==> src/rtl/fxp_ops_sequencer_if.sv <==
// Bus bundle between fxp_ops_sequencer and its surroundings.
//   op_*  : operand buffer read port (registered read, data valid next cycle)
//   dp_*  : shared fixed-point datapath (Q2.14 a, Q4.12 b in; sum/diff/mul/cout/borrow out)
//   res_* : result buffer write port (write completes on res_we && res_ready)
// master = sequencer side, slave = memories/datapath side.
interface fxp_ops_sequencer_if #(
    parameter int AW = 8
);
    logic          op_rd_en;
    logic [AW-1:0] op_addr;
    logic [15:0]   op_a;
    logic [15:0]   op_b;
    logic [15:0]   dp_a;
    logic [15:0]   dp_b;
    logic [15:0]   dp_sum;
    logic [15:0]   dp_diff;
    logic [15:0]   dp_mul;
    logic          dp_cout;
    logic          dp_borrow;
    logic          res_we;
    logic          res_ready;
    logic [AW-1:0] res_addr;
    logic [15:0]   res_sum;
    logic [15:0]   res_diff;
    logic [15:0]   res_mul;
    logic          res_cout;
    logic          res_borrow;

    modport master (
        output op_rd_en, op_addr, dp_a, dp_b,
        output res_we, res_addr, res_sum, res_diff, res_mul, res_cout, res_borrow,
        input  op_a, op_b, dp_sum, dp_diff, dp_mul, dp_cout, dp_borrow, res_ready
    );
    modport slave (
        input  op_rd_en, op_addr, dp_a, dp_b,
        input  res_we, res_addr, res_sum, res_diff, res_mul, res_cout, res_borrow,
        output op_a, op_b, dp_sum, dp_diff, dp_mul, dp_cout, dp_borrow, res_ready
    );
endinterface

==> src/rtl/fxp_ops_sequencer.sv <==
// fxp_ops_sequencer: walks NUM_OPS operand pairs through one shared fixed-point
// datapath. Per pair: read operand buffer, load datapath inputs, wait DP_LAT
// cycles, capture results, write them to the result buffer (with back-pressure).
// Ports:
//   clk, rst_n     clock / async active-low reset
//   start          1-cycle pulse, accepted only when idle
//   abort          level, returns to idle at next edge without further writes
//   busy, done     run in progress / 1-cycle pulse after the last write
//   bus            fxp_ops_sequencer_if.master (operand, datapath, result ports)
// Optional build macro FXP_SEQ_STATS_EN adds cout_cnt / borrow_cnt outputs
// counting completed writes whose carry / borrow flag was set.
module fxp_ops_sequencer #(
    parameter int NUM_OPS = 240,
    parameter int AW      = 8,
    parameter int DP_LAT  = 1
) (
    input  logic clk,
    input  logic rst_n,
    input  logic start,
    input  logic abort,
    output logic busy,
    output logic done,
    fxp_ops_sequencer_if.master bus
`ifdef FXP_SEQ_STATS_EN
    ,
    output logic [AW:0] cout_cnt,
    output logic [AW:0] borrow_cnt
`endif
);
    localparam int LW = (DP_LAT > 1) ? $clog2(DP_LAT) : 1;

    typedef enum logic [2:0] {S_IDLE, S_RD, S_LD, S_WAIT, S_WR, S_DONE} state_t;

    typedef struct packed {
        logic [15:0] sum;
        logic [15:0] diff;
        logic [15:0] mul;
        logic        cout;
        logic        borrow;
    } res_t;

    state_t        state_q, state_d;
    logic [AW-1:0] idx_q, idx_d;
    logic [LW-1:0] lat_q, lat_d;
    logic [15:0]   dp_a_q, dp_a_d, dp_b_q, dp_b_d;
    res_t          res_q, res_d;
    logic          start_acc, wr_fire;

    assign start_acc = (state_q == S_IDLE) && start && !abort;
    assign wr_fire   = (state_q == S_WR) && bus.res_ready && !abort;

    always_comb begin
        state_d = state_q;
        idx_d   = idx_q;
        lat_d   = lat_q;
        dp_a_d  = dp_a_q;
        dp_b_d  = dp_b_q;
        res_d   = res_q;
        if (abort) begin
            // abort outranks start and res_ready
            state_d = S_IDLE;
            idx_d   = '0;
        end else begin
            case (state_q)
                S_IDLE: if (start) begin
                    state_d = S_RD;
                    idx_d   = '0;
                end
                S_RD:   state_d = S_LD;
                S_LD: begin
                    // datapath inputs stay frozen from here until the write completes
                    dp_a_d  = bus.op_a;
                    dp_b_d  = bus.op_b;
                    lat_d   = '0;
                    state_d = S_WAIT;
                end
                S_WAIT: begin
                    if (lat_q == LW'(DP_LAT - 1)) begin
                        res_d   = '{sum: bus.dp_sum, diff: bus.dp_diff, mul: bus.dp_mul,
                                    cout: bus.dp_cout, borrow: bus.dp_borrow};
                        state_d = S_WR;
                    end else begin
                        lat_d = lat_q + LW'(1);
                    end
                end
                S_WR: if (bus.res_ready) begin
                    if (idx_q == AW'(NUM_OPS - 1)) begin
                        state_d = S_DONE;
                        idx_d   = '0;
                    end else begin
                        idx_d   = idx_q + AW'(1);
                        state_d = S_RD;
                    end
                end
                S_DONE: state_d = S_IDLE;
                default: state_d = S_IDLE;
            endcase
        end
    end

    always_ff @(posedge clk or negedge rst_n) begin
        if (!rst_n) begin
            state_q <= S_IDLE;
            idx_q   <= '0;
            lat_q   <= '0;
            dp_a_q  <= '0;
            dp_b_q  <= '0;
            res_q   <= '0;
        end else begin
            state_q <= state_d;
            idx_q   <= idx_d;
            lat_q   <= lat_d;
            dp_a_q  <= dp_a_d;
            dp_b_q  <= dp_b_d;
            res_q   <= res_d;
        end
    end

    assign busy           = (state_q == S_RD) || (state_q == S_LD) ||
                            (state_q == S_WAIT) || (state_q == S_WR);
    assign done           = (state_q == S_DONE);
    assign bus.op_rd_en   = (state_q == S_RD);
    assign bus.op_addr    = idx_q;
    assign bus.dp_a       = dp_a_q;
    assign bus.dp_b       = dp_b_q;
    assign bus.res_we     = (state_q == S_WR);
    assign bus.res_addr   = idx_q;
    assign bus.res_sum    = res_q.sum;
    assign bus.res_diff   = res_q.diff;
    assign bus.res_mul    = res_q.mul;
    assign bus.res_cout   = res_q.cout;
    assign bus.res_borrow = res_q.borrow;

`ifdef FXP_SEQ_STATS_EN
    localparam int CW = AW + 1;
    logic [AW:0] cout_cnt_q, cout_cnt_d, borrow_cnt_q, borrow_cnt_d;

    always_comb begin
        cout_cnt_d   = cout_cnt_q;
        borrow_cnt_d = borrow_cnt_q;
        if (start_acc) begin
            cout_cnt_d   = '0;
            borrow_cnt_d = '0;
        end else if (wr_fire) begin
            cout_cnt_d   = cout_cnt_q + CW'(res_q.cout);
            borrow_cnt_d = borrow_cnt_q + CW'(res_q.borrow);
        end
    end

    always_ff @(posedge clk or negedge rst_n) begin
        if (!rst_n) begin
            cout_cnt_q   <= '0;
            borrow_cnt_q <= '0;
        end else begin
            cout_cnt_q   <= cout_cnt_d;
            borrow_cnt_q <= borrow_cnt_d;
        end
    end

    assign cout_cnt   = cout_cnt_q;
    assign borrow_cnt = borrow_cnt_q;
`else
    // start_acc / wr_fire only feed the statistics counters
    logic unused_stats;
    assign unused_stats = start_acc ^ wr_fire;
`endif
endmodule

==> src/flat_wrapper.sv <==
// flat-port wrapper written by rule: the top's interface ports become plain ports
module fxp_ops_sequencer_flat 
#(
    parameter int NUM_OPS = 240,
    parameter int AW      = 8,
    parameter int DP_LAT  = 1
)
  (clk, rst_n, start, abort, busy, done, bus_op_rd_en, bus_op_addr, bus_dp_a, bus_dp_b, bus_res_we, bus_res_addr, bus_res_sum, bus_res_diff, bus_res_mul, bus_res_cout, bus_res_borrow, bus_op_a, bus_op_b, bus_dp_sum, bus_dp_diff, bus_dp_mul, bus_dp_cout, bus_dp_borrow, bus_res_ready);
  fxp_ops_sequencer_if #(.AW(AW)) bus_i ();
  input  logic clk;
  input  logic rst_n;
  input  logic start;
  input  logic abort;
  output logic busy;
  output logic done;
  output wire logic [$bits(bus_i.op_rd_en)-1:0] bus_op_rd_en;
  output wire logic [$bits(bus_i.op_addr)-1:0] bus_op_addr;
  output wire logic [$bits(bus_i.dp_a)-1:0] bus_dp_a;
  output wire logic [$bits(bus_i.dp_b)-1:0] bus_dp_b;
  output wire logic [$bits(bus_i.res_we)-1:0] bus_res_we;
  output wire logic [$bits(bus_i.res_addr)-1:0] bus_res_addr;
  output wire logic [$bits(bus_i.res_sum)-1:0] bus_res_sum;
  output wire logic [$bits(bus_i.res_diff)-1:0] bus_res_diff;
  output wire logic [$bits(bus_i.res_mul)-1:0] bus_res_mul;
  output wire logic [$bits(bus_i.res_cout)-1:0] bus_res_cout;
  output wire logic [$bits(bus_i.res_borrow)-1:0] bus_res_borrow;
  input wire logic [$bits(bus_i.op_a)-1:0] bus_op_a;
  input wire logic [$bits(bus_i.op_b)-1:0] bus_op_b;
  input wire logic [$bits(bus_i.dp_sum)-1:0] bus_dp_sum;
  input wire logic [$bits(bus_i.dp_diff)-1:0] bus_dp_diff;
  input wire logic [$bits(bus_i.dp_mul)-1:0] bus_dp_mul;
  input wire logic [$bits(bus_i.dp_cout)-1:0] bus_dp_cout;
  input wire logic [$bits(bus_i.dp_borrow)-1:0] bus_dp_borrow;
  input wire logic [$bits(bus_i.res_ready)-1:0] bus_res_ready;
  assign bus_op_rd_en = bus_i.op_rd_en;
  assign bus_op_addr = bus_i.op_addr;
  assign bus_dp_a = bus_i.dp_a;
  assign bus_dp_b = bus_i.dp_b;
  assign bus_res_we = bus_i.res_we;
  assign bus_res_addr = bus_i.res_addr;
  assign bus_res_sum = bus_i.res_sum;
  assign bus_res_diff = bus_i.res_diff;
  assign bus_res_mul = bus_i.res_mul;
  assign bus_res_cout = bus_i.res_cout;
  assign bus_res_borrow = bus_i.res_borrow;
  assign bus_i.op_a = bus_op_a;
  assign bus_i.op_b = bus_op_b;
  assign bus_i.dp_sum = bus_dp_sum;
  assign bus_i.dp_diff = bus_dp_diff;
  assign bus_i.dp_mul = bus_dp_mul;
  assign bus_i.dp_cout = bus_dp_cout;
  assign bus_i.dp_borrow = bus_dp_borrow;
  assign bus_i.res_ready = bus_res_ready;
  fxp_ops_sequencer #(.NUM_OPS(NUM_OPS), .AW(AW), .DP_LAT(DP_LAT)) u_core (.clk(clk), .rst_n(rst_n), .start(start), .abort(abort), .busy(busy), .done(done), .bus(bus_i));
endmodule
==> config.mk <==
export PLATFORM = sky130hd
export DESIGN_NAME = fxp_ops_sequencer_flat
export DESIGN_NICKNAME = d
export VERILOG_FILES = /design/src/rtl/fxp_ops_sequencer_if.sv /design/src/rtl/fxp_ops_sequencer.sv /design/src/flat_wrapper.sv
export SDC_FILE = /design/constraint.sdc
export NUM_CORES = 1
export LEC_CHECK = 0
export ABC_AREA = 1
export CAP_MARGIN = 20
export CORE_MARGIN = 3
export CORE_UTILIZATION = 37
export CTS_BUF_LIST = sky130_fd_sc_hd__clkbuf_8 sky130_fd_sc_hd__clkbuf_16
export CTS_CLUSTER_SIZE = 10
export DETAILED_ROUTE_END_ITERATION = 6
export PLACE_DENSITY = 0.8
export SLEW_MARGIN = 20
export SYNTH_ARGS = -nofsm -noshare
export SYNTH_HDL_FRONTEND = slang
export SYNTH_SLANG_ARGS = --single-unit
==> constraint.sdc <==
create_clock -name clk -period 1.4 [get_ports clk]
set_input_delay 0.28 -clock clk [delete_from_list [all_inputs] [get_ports clk]]
set_output_delay 0.28 -clock clk [all_outputs]
set_load 0.02 [all_outputs]
==> summary.md <==
| Metric | Value |
|---|---|
| Crit Path Class | `register to primary output` |
| Synth Register Bits | `a little over 90` |
| Async SR Flop Fraction | `100%` |
| H-Tree Depth | `3` |
| Crit. End Element | `primary output` |
| Sequential share of the synthesized area | `around 59%` |
| Cell area after layout | `roughly 0.0073 mm2` |
| Critical path fanouts, max | `4` |
| Crit-path max cell delay | `approximately 0.44 ns` |
| Worst-path clk slew | `0.08 ns` |
| Clock network fraction of total power | `between 10% and 20%` |
| Post-DP HPWL | `between 7 and 8 mm` |
| Worst Max-Slew Pin Slew | `~0.36 ns` |
| Static Leakage | `3.71 nW` |
| Switching share of power | `slightly below 40%` |
| Wirelength per Cell | `~16 um` |
| Synth cell types | `24` |
| Synth Flop Type | `dfrtp_1` |
| Crit path max-delay cell type | `dfrtp_2` |
| Status | `complete, but fails checks` |
| Design Power | `around 11 mW` |
| Part of the power in registers | `slightly above 40%` |
| Starting DRT DRC Count | `130` |
| Failing checks | `setup timing` |
| CP bufs+invs | `2` |
| Initial Util | `38.3%` |
| Worst clock skew | `between 0.008 and 0.009 ns` |
| # DRC | `0` |
| Post-synth EDFFs | `0` |
| FF+latch area | `~0.0023 mm2` |
| Post-DP Area | `just over 0.006 mm2` |
| Cell type with the largest total area after synthesis | `dfrtp_1` |
| Sw power | `4.33 mW` |
| WP data arrival | `1.36 ns` |
| Vias per Instance | `4.72` |
| Vias | `between 3,000 and 4,000` |
| Combinational group share of total power | `about 43%` |
| Synth top area share | `~60%` |
| Final setup violation count | `between 90 and 100` |
| Tot GR Track Use | `between 15 and 20%` |
| Fillers | `between 700 and 800` |
| ANT cells | `0` |
| Area grow syn2layout | `84.7%` |
| GPL Wtd Cong | `between 0.8 and 0.9` |
| Int Power | `around 6.6 mW` |
| Crit start category | `register` |
| Die footprint | `0.0120 mm2` |
| Placeable core region | `around 0.010 mm2` |
| Synth Cell Area | `0.00397 mm2` |
| CTS tree | `built` |
| Crit-path cells | `buf_4 -> nor2_4 -> nand2_4 -> nand3_2 -> buf_6` |
| Family with the most delay on the worst path | `flip-flops` |
| Fraction of layout cells with a size suffix above 1 | `between 40 and 50%` |
| Slew HR | `~76%` |
| Pin count of the biggest net entering global routing | `65` |
| Cells after synthesis | `around 460` |
| CTS sink count | `93` |
| Final global-route overflow total | `0` |
| Root buf cell | `clkbuf_8` |
| Initial antenna violation count | `0` |
| Multi-input gate area | `between 0.0015 and 0.002 mm2` |
| Detailed-router iteration count before antenna repair | `4` |
| Final WS setup | `-0.238 ns` |
| Yosys warns | `0` |
| Max_cap viols | `0` |
| FF-to-FF setup slack | `-0.23 ns` |
| Die Y | `110 um` |
| Fin nets | `775` |
| Die width | `approximately 110 um` |
| Num CTS Buffers | `9` |
| Clock buffer depth | `2` |
| Synthesized Nets | `about 550` |
| Post-Route WL | `about 13 mm` |
| Top post-synthesis cells by area | `dfrtp_1, nand2_1, inv_1` |
| Row count | `37` |
| Pins Over Slew Limit | `0` |
| Clock latency on the worst-skew pair | `0.36 ns` |
| Hold Crit Class | `input port to async pin` |
| Final Cycle Share | `117%` |
| Remaining antenna violation count after routing | `0` |
| Worst Path Required | `1.12 ns` |
| Final hold violation count | `0` |
| Final min period | `about 1.6 ns` |
| Max Clock Freq | `about 610 MHz` |
| RSZ-0062 raised after global routing | `yes` |
| Power density over cell area | `between 1000 and 1500 mW/mm2` |
| Mapped Avg Cell Area | `just under 9 um2` |
| First-pass GRT wire length | `16.7 mm` |
| Worst IR drop on VDD | `roughly 1000 uV` |
| Vias in the first global route | `~3,500` |
| Port bufs | `188` |
| # IOs | `189` |
==> logic make-up after synthesis <==
group,Yosys count,synth area share (%)
and+or+nand+nor,151,16.3
buffers and inverters,126,13.4
DFF,93,58.6
AOI/OAI and AO/OA,88,11.4
adders and majority gates,1,0.315
==> worst paths after layout <==
path,startpoint,end,cells after the start
setup / recovery,u_core.state_q[1],busy,5
hold / removal,rst_n,u_core.bus.res_sum[4],2
setup reg to reg,u_core.state_q[1],u_core.bus.res_diff[9],10
hold reg to reg,u_core.bus.res_diff[6],u_core.bus.res_diff[6],2
max in group asynchronous,rst_n,u_core.bus.op_addr[4],3
min in group clk,bus_dp_diff[7],u_core.bus.res_diff[7],3
==> repair_timing <==
action	CTS	global route
hold buffers	1	0
endpoints found under the hold margin	13	0
resized for setup	155	365
setup buffers	1	10
gates cloned	1	20
endpoints found under the setup margin	105	124
pin swaps	3	6
==> routing by layer <==
metal	vias to the layer above	track usage, %	wire length (um)
met5	-	0	0
met4	0	6.59	320
met3	26	5.93	927
met2	146	30.7	7100
met1	1898	20.3	5050
li1	1841	-	-
==> registers in the layout, summed over array words and instances (netlist names) <==
register,cells
u_core.state_q,3
u_core.bus.res_sum,16
u_core.bus.res_cout,1
u_core.bus.res_borrow,1
u_core.bus.dp_b,16
u_core.bus.dp_a,16
u_core.bus.op_addr,8
u_core.bus.res_mul,16
u_core.bus.res_diff,16
==> cell usage after synthesis (3+ instances only) <==
cell and number:
nand2_1 115, inv_1 98, dfrtp_1 93, o21ai_0 47, o21ai_1 38, buf_2 14
nand3_1 11, nor2_1 10, buf_4 8, nand3_2 4, inv_2 3, nand2_2 3
==> per-stage QoR <==
stage	TNS [ns]	worst slack (ns)	utilization [%]	std cells	hold WS [ns]
after floorplan	0	0.0457	-	459	-0.0156
after global placement	-11.16	-0.326	58.7	779	0.130
after detailed placement	-11.73	-0.364	58.7	779	0.130
after CTS	-1.49	-0.235	60.4	798	0.296
after global routing	-22.46	-0.307	70.7	828	0.287
final	-16.27	-0.238	70.7	828	0.305
==> cell usage in the layout (no fill, tap or decap) <==
cell type,instances
clkbuf_2,47
clkbuf_8,10
nand2_1,32
dlygate4sd3_1,1
buf_8,4
nand3_2,5
dfrtp_1,86
o21ai_2,46
nor3_1,2
dlygate4sd2_1,17
inv_2,5
o21ai_4,1
nor2_4,5
clkdlybuf4s15_2,4
dfrtp_2,7
clkdlybuf4s15_1,30
buf_12,10
clkbuf_16,11
nand2_4,44
nand2_8,2
nor2_2,1
o21ai_1,36
buf_16,1
buf_6,13
nor2_1,7
a21oi_2,2
clkdlybuf4s50_1,85
ha_1,1
nor3b_1,1
nand3_1,7
o21ai_0,2
nand4_1,1
bufinv_16,1
a22oi_2,1
buf_4,18
clkinv_2,4
nand3_4,3
nand2_2,42
inv_1,97
==> power by group through the flow <==
stage                     clock network, mW  registers (mW)  logic [mW]
after global placement                    0            4.12        4.42
final                                  1.77            4.46        4.70
after CTS                              1.80            4.09        3.90
after global routing                   1.95            4.57        5.03
after detailed placement                  0            4.16        4.49
after floorplan                           0            5.26       0.831
==> worst register-to-register path, delay by kind of cell (launching register included) <==
family / cells / cell delay [ns]
buffers and inverters: 6 / 0.76
flip-flops: 1 / 0.40
AND/OR/NAND/NOR: 3 / 0.30
AO/OA/AOI/OAI: 1 / 0.06
==> area by class of cell <==
| class | count | area share [%] |
|---|---|---|
| multi-input cells | 241 | 24.8 |
| inverters | 101 | 5.17 |
| flip-flops and latches | 93 | 31.9 |
| well taps | 136 | 2.32 |
| repair buffers | 241 | 33.2 |
| clock buffers | 10 | 1.88 |
| clock inverters | 6 | 0.734 |
(Power assumes the default switching activity.)
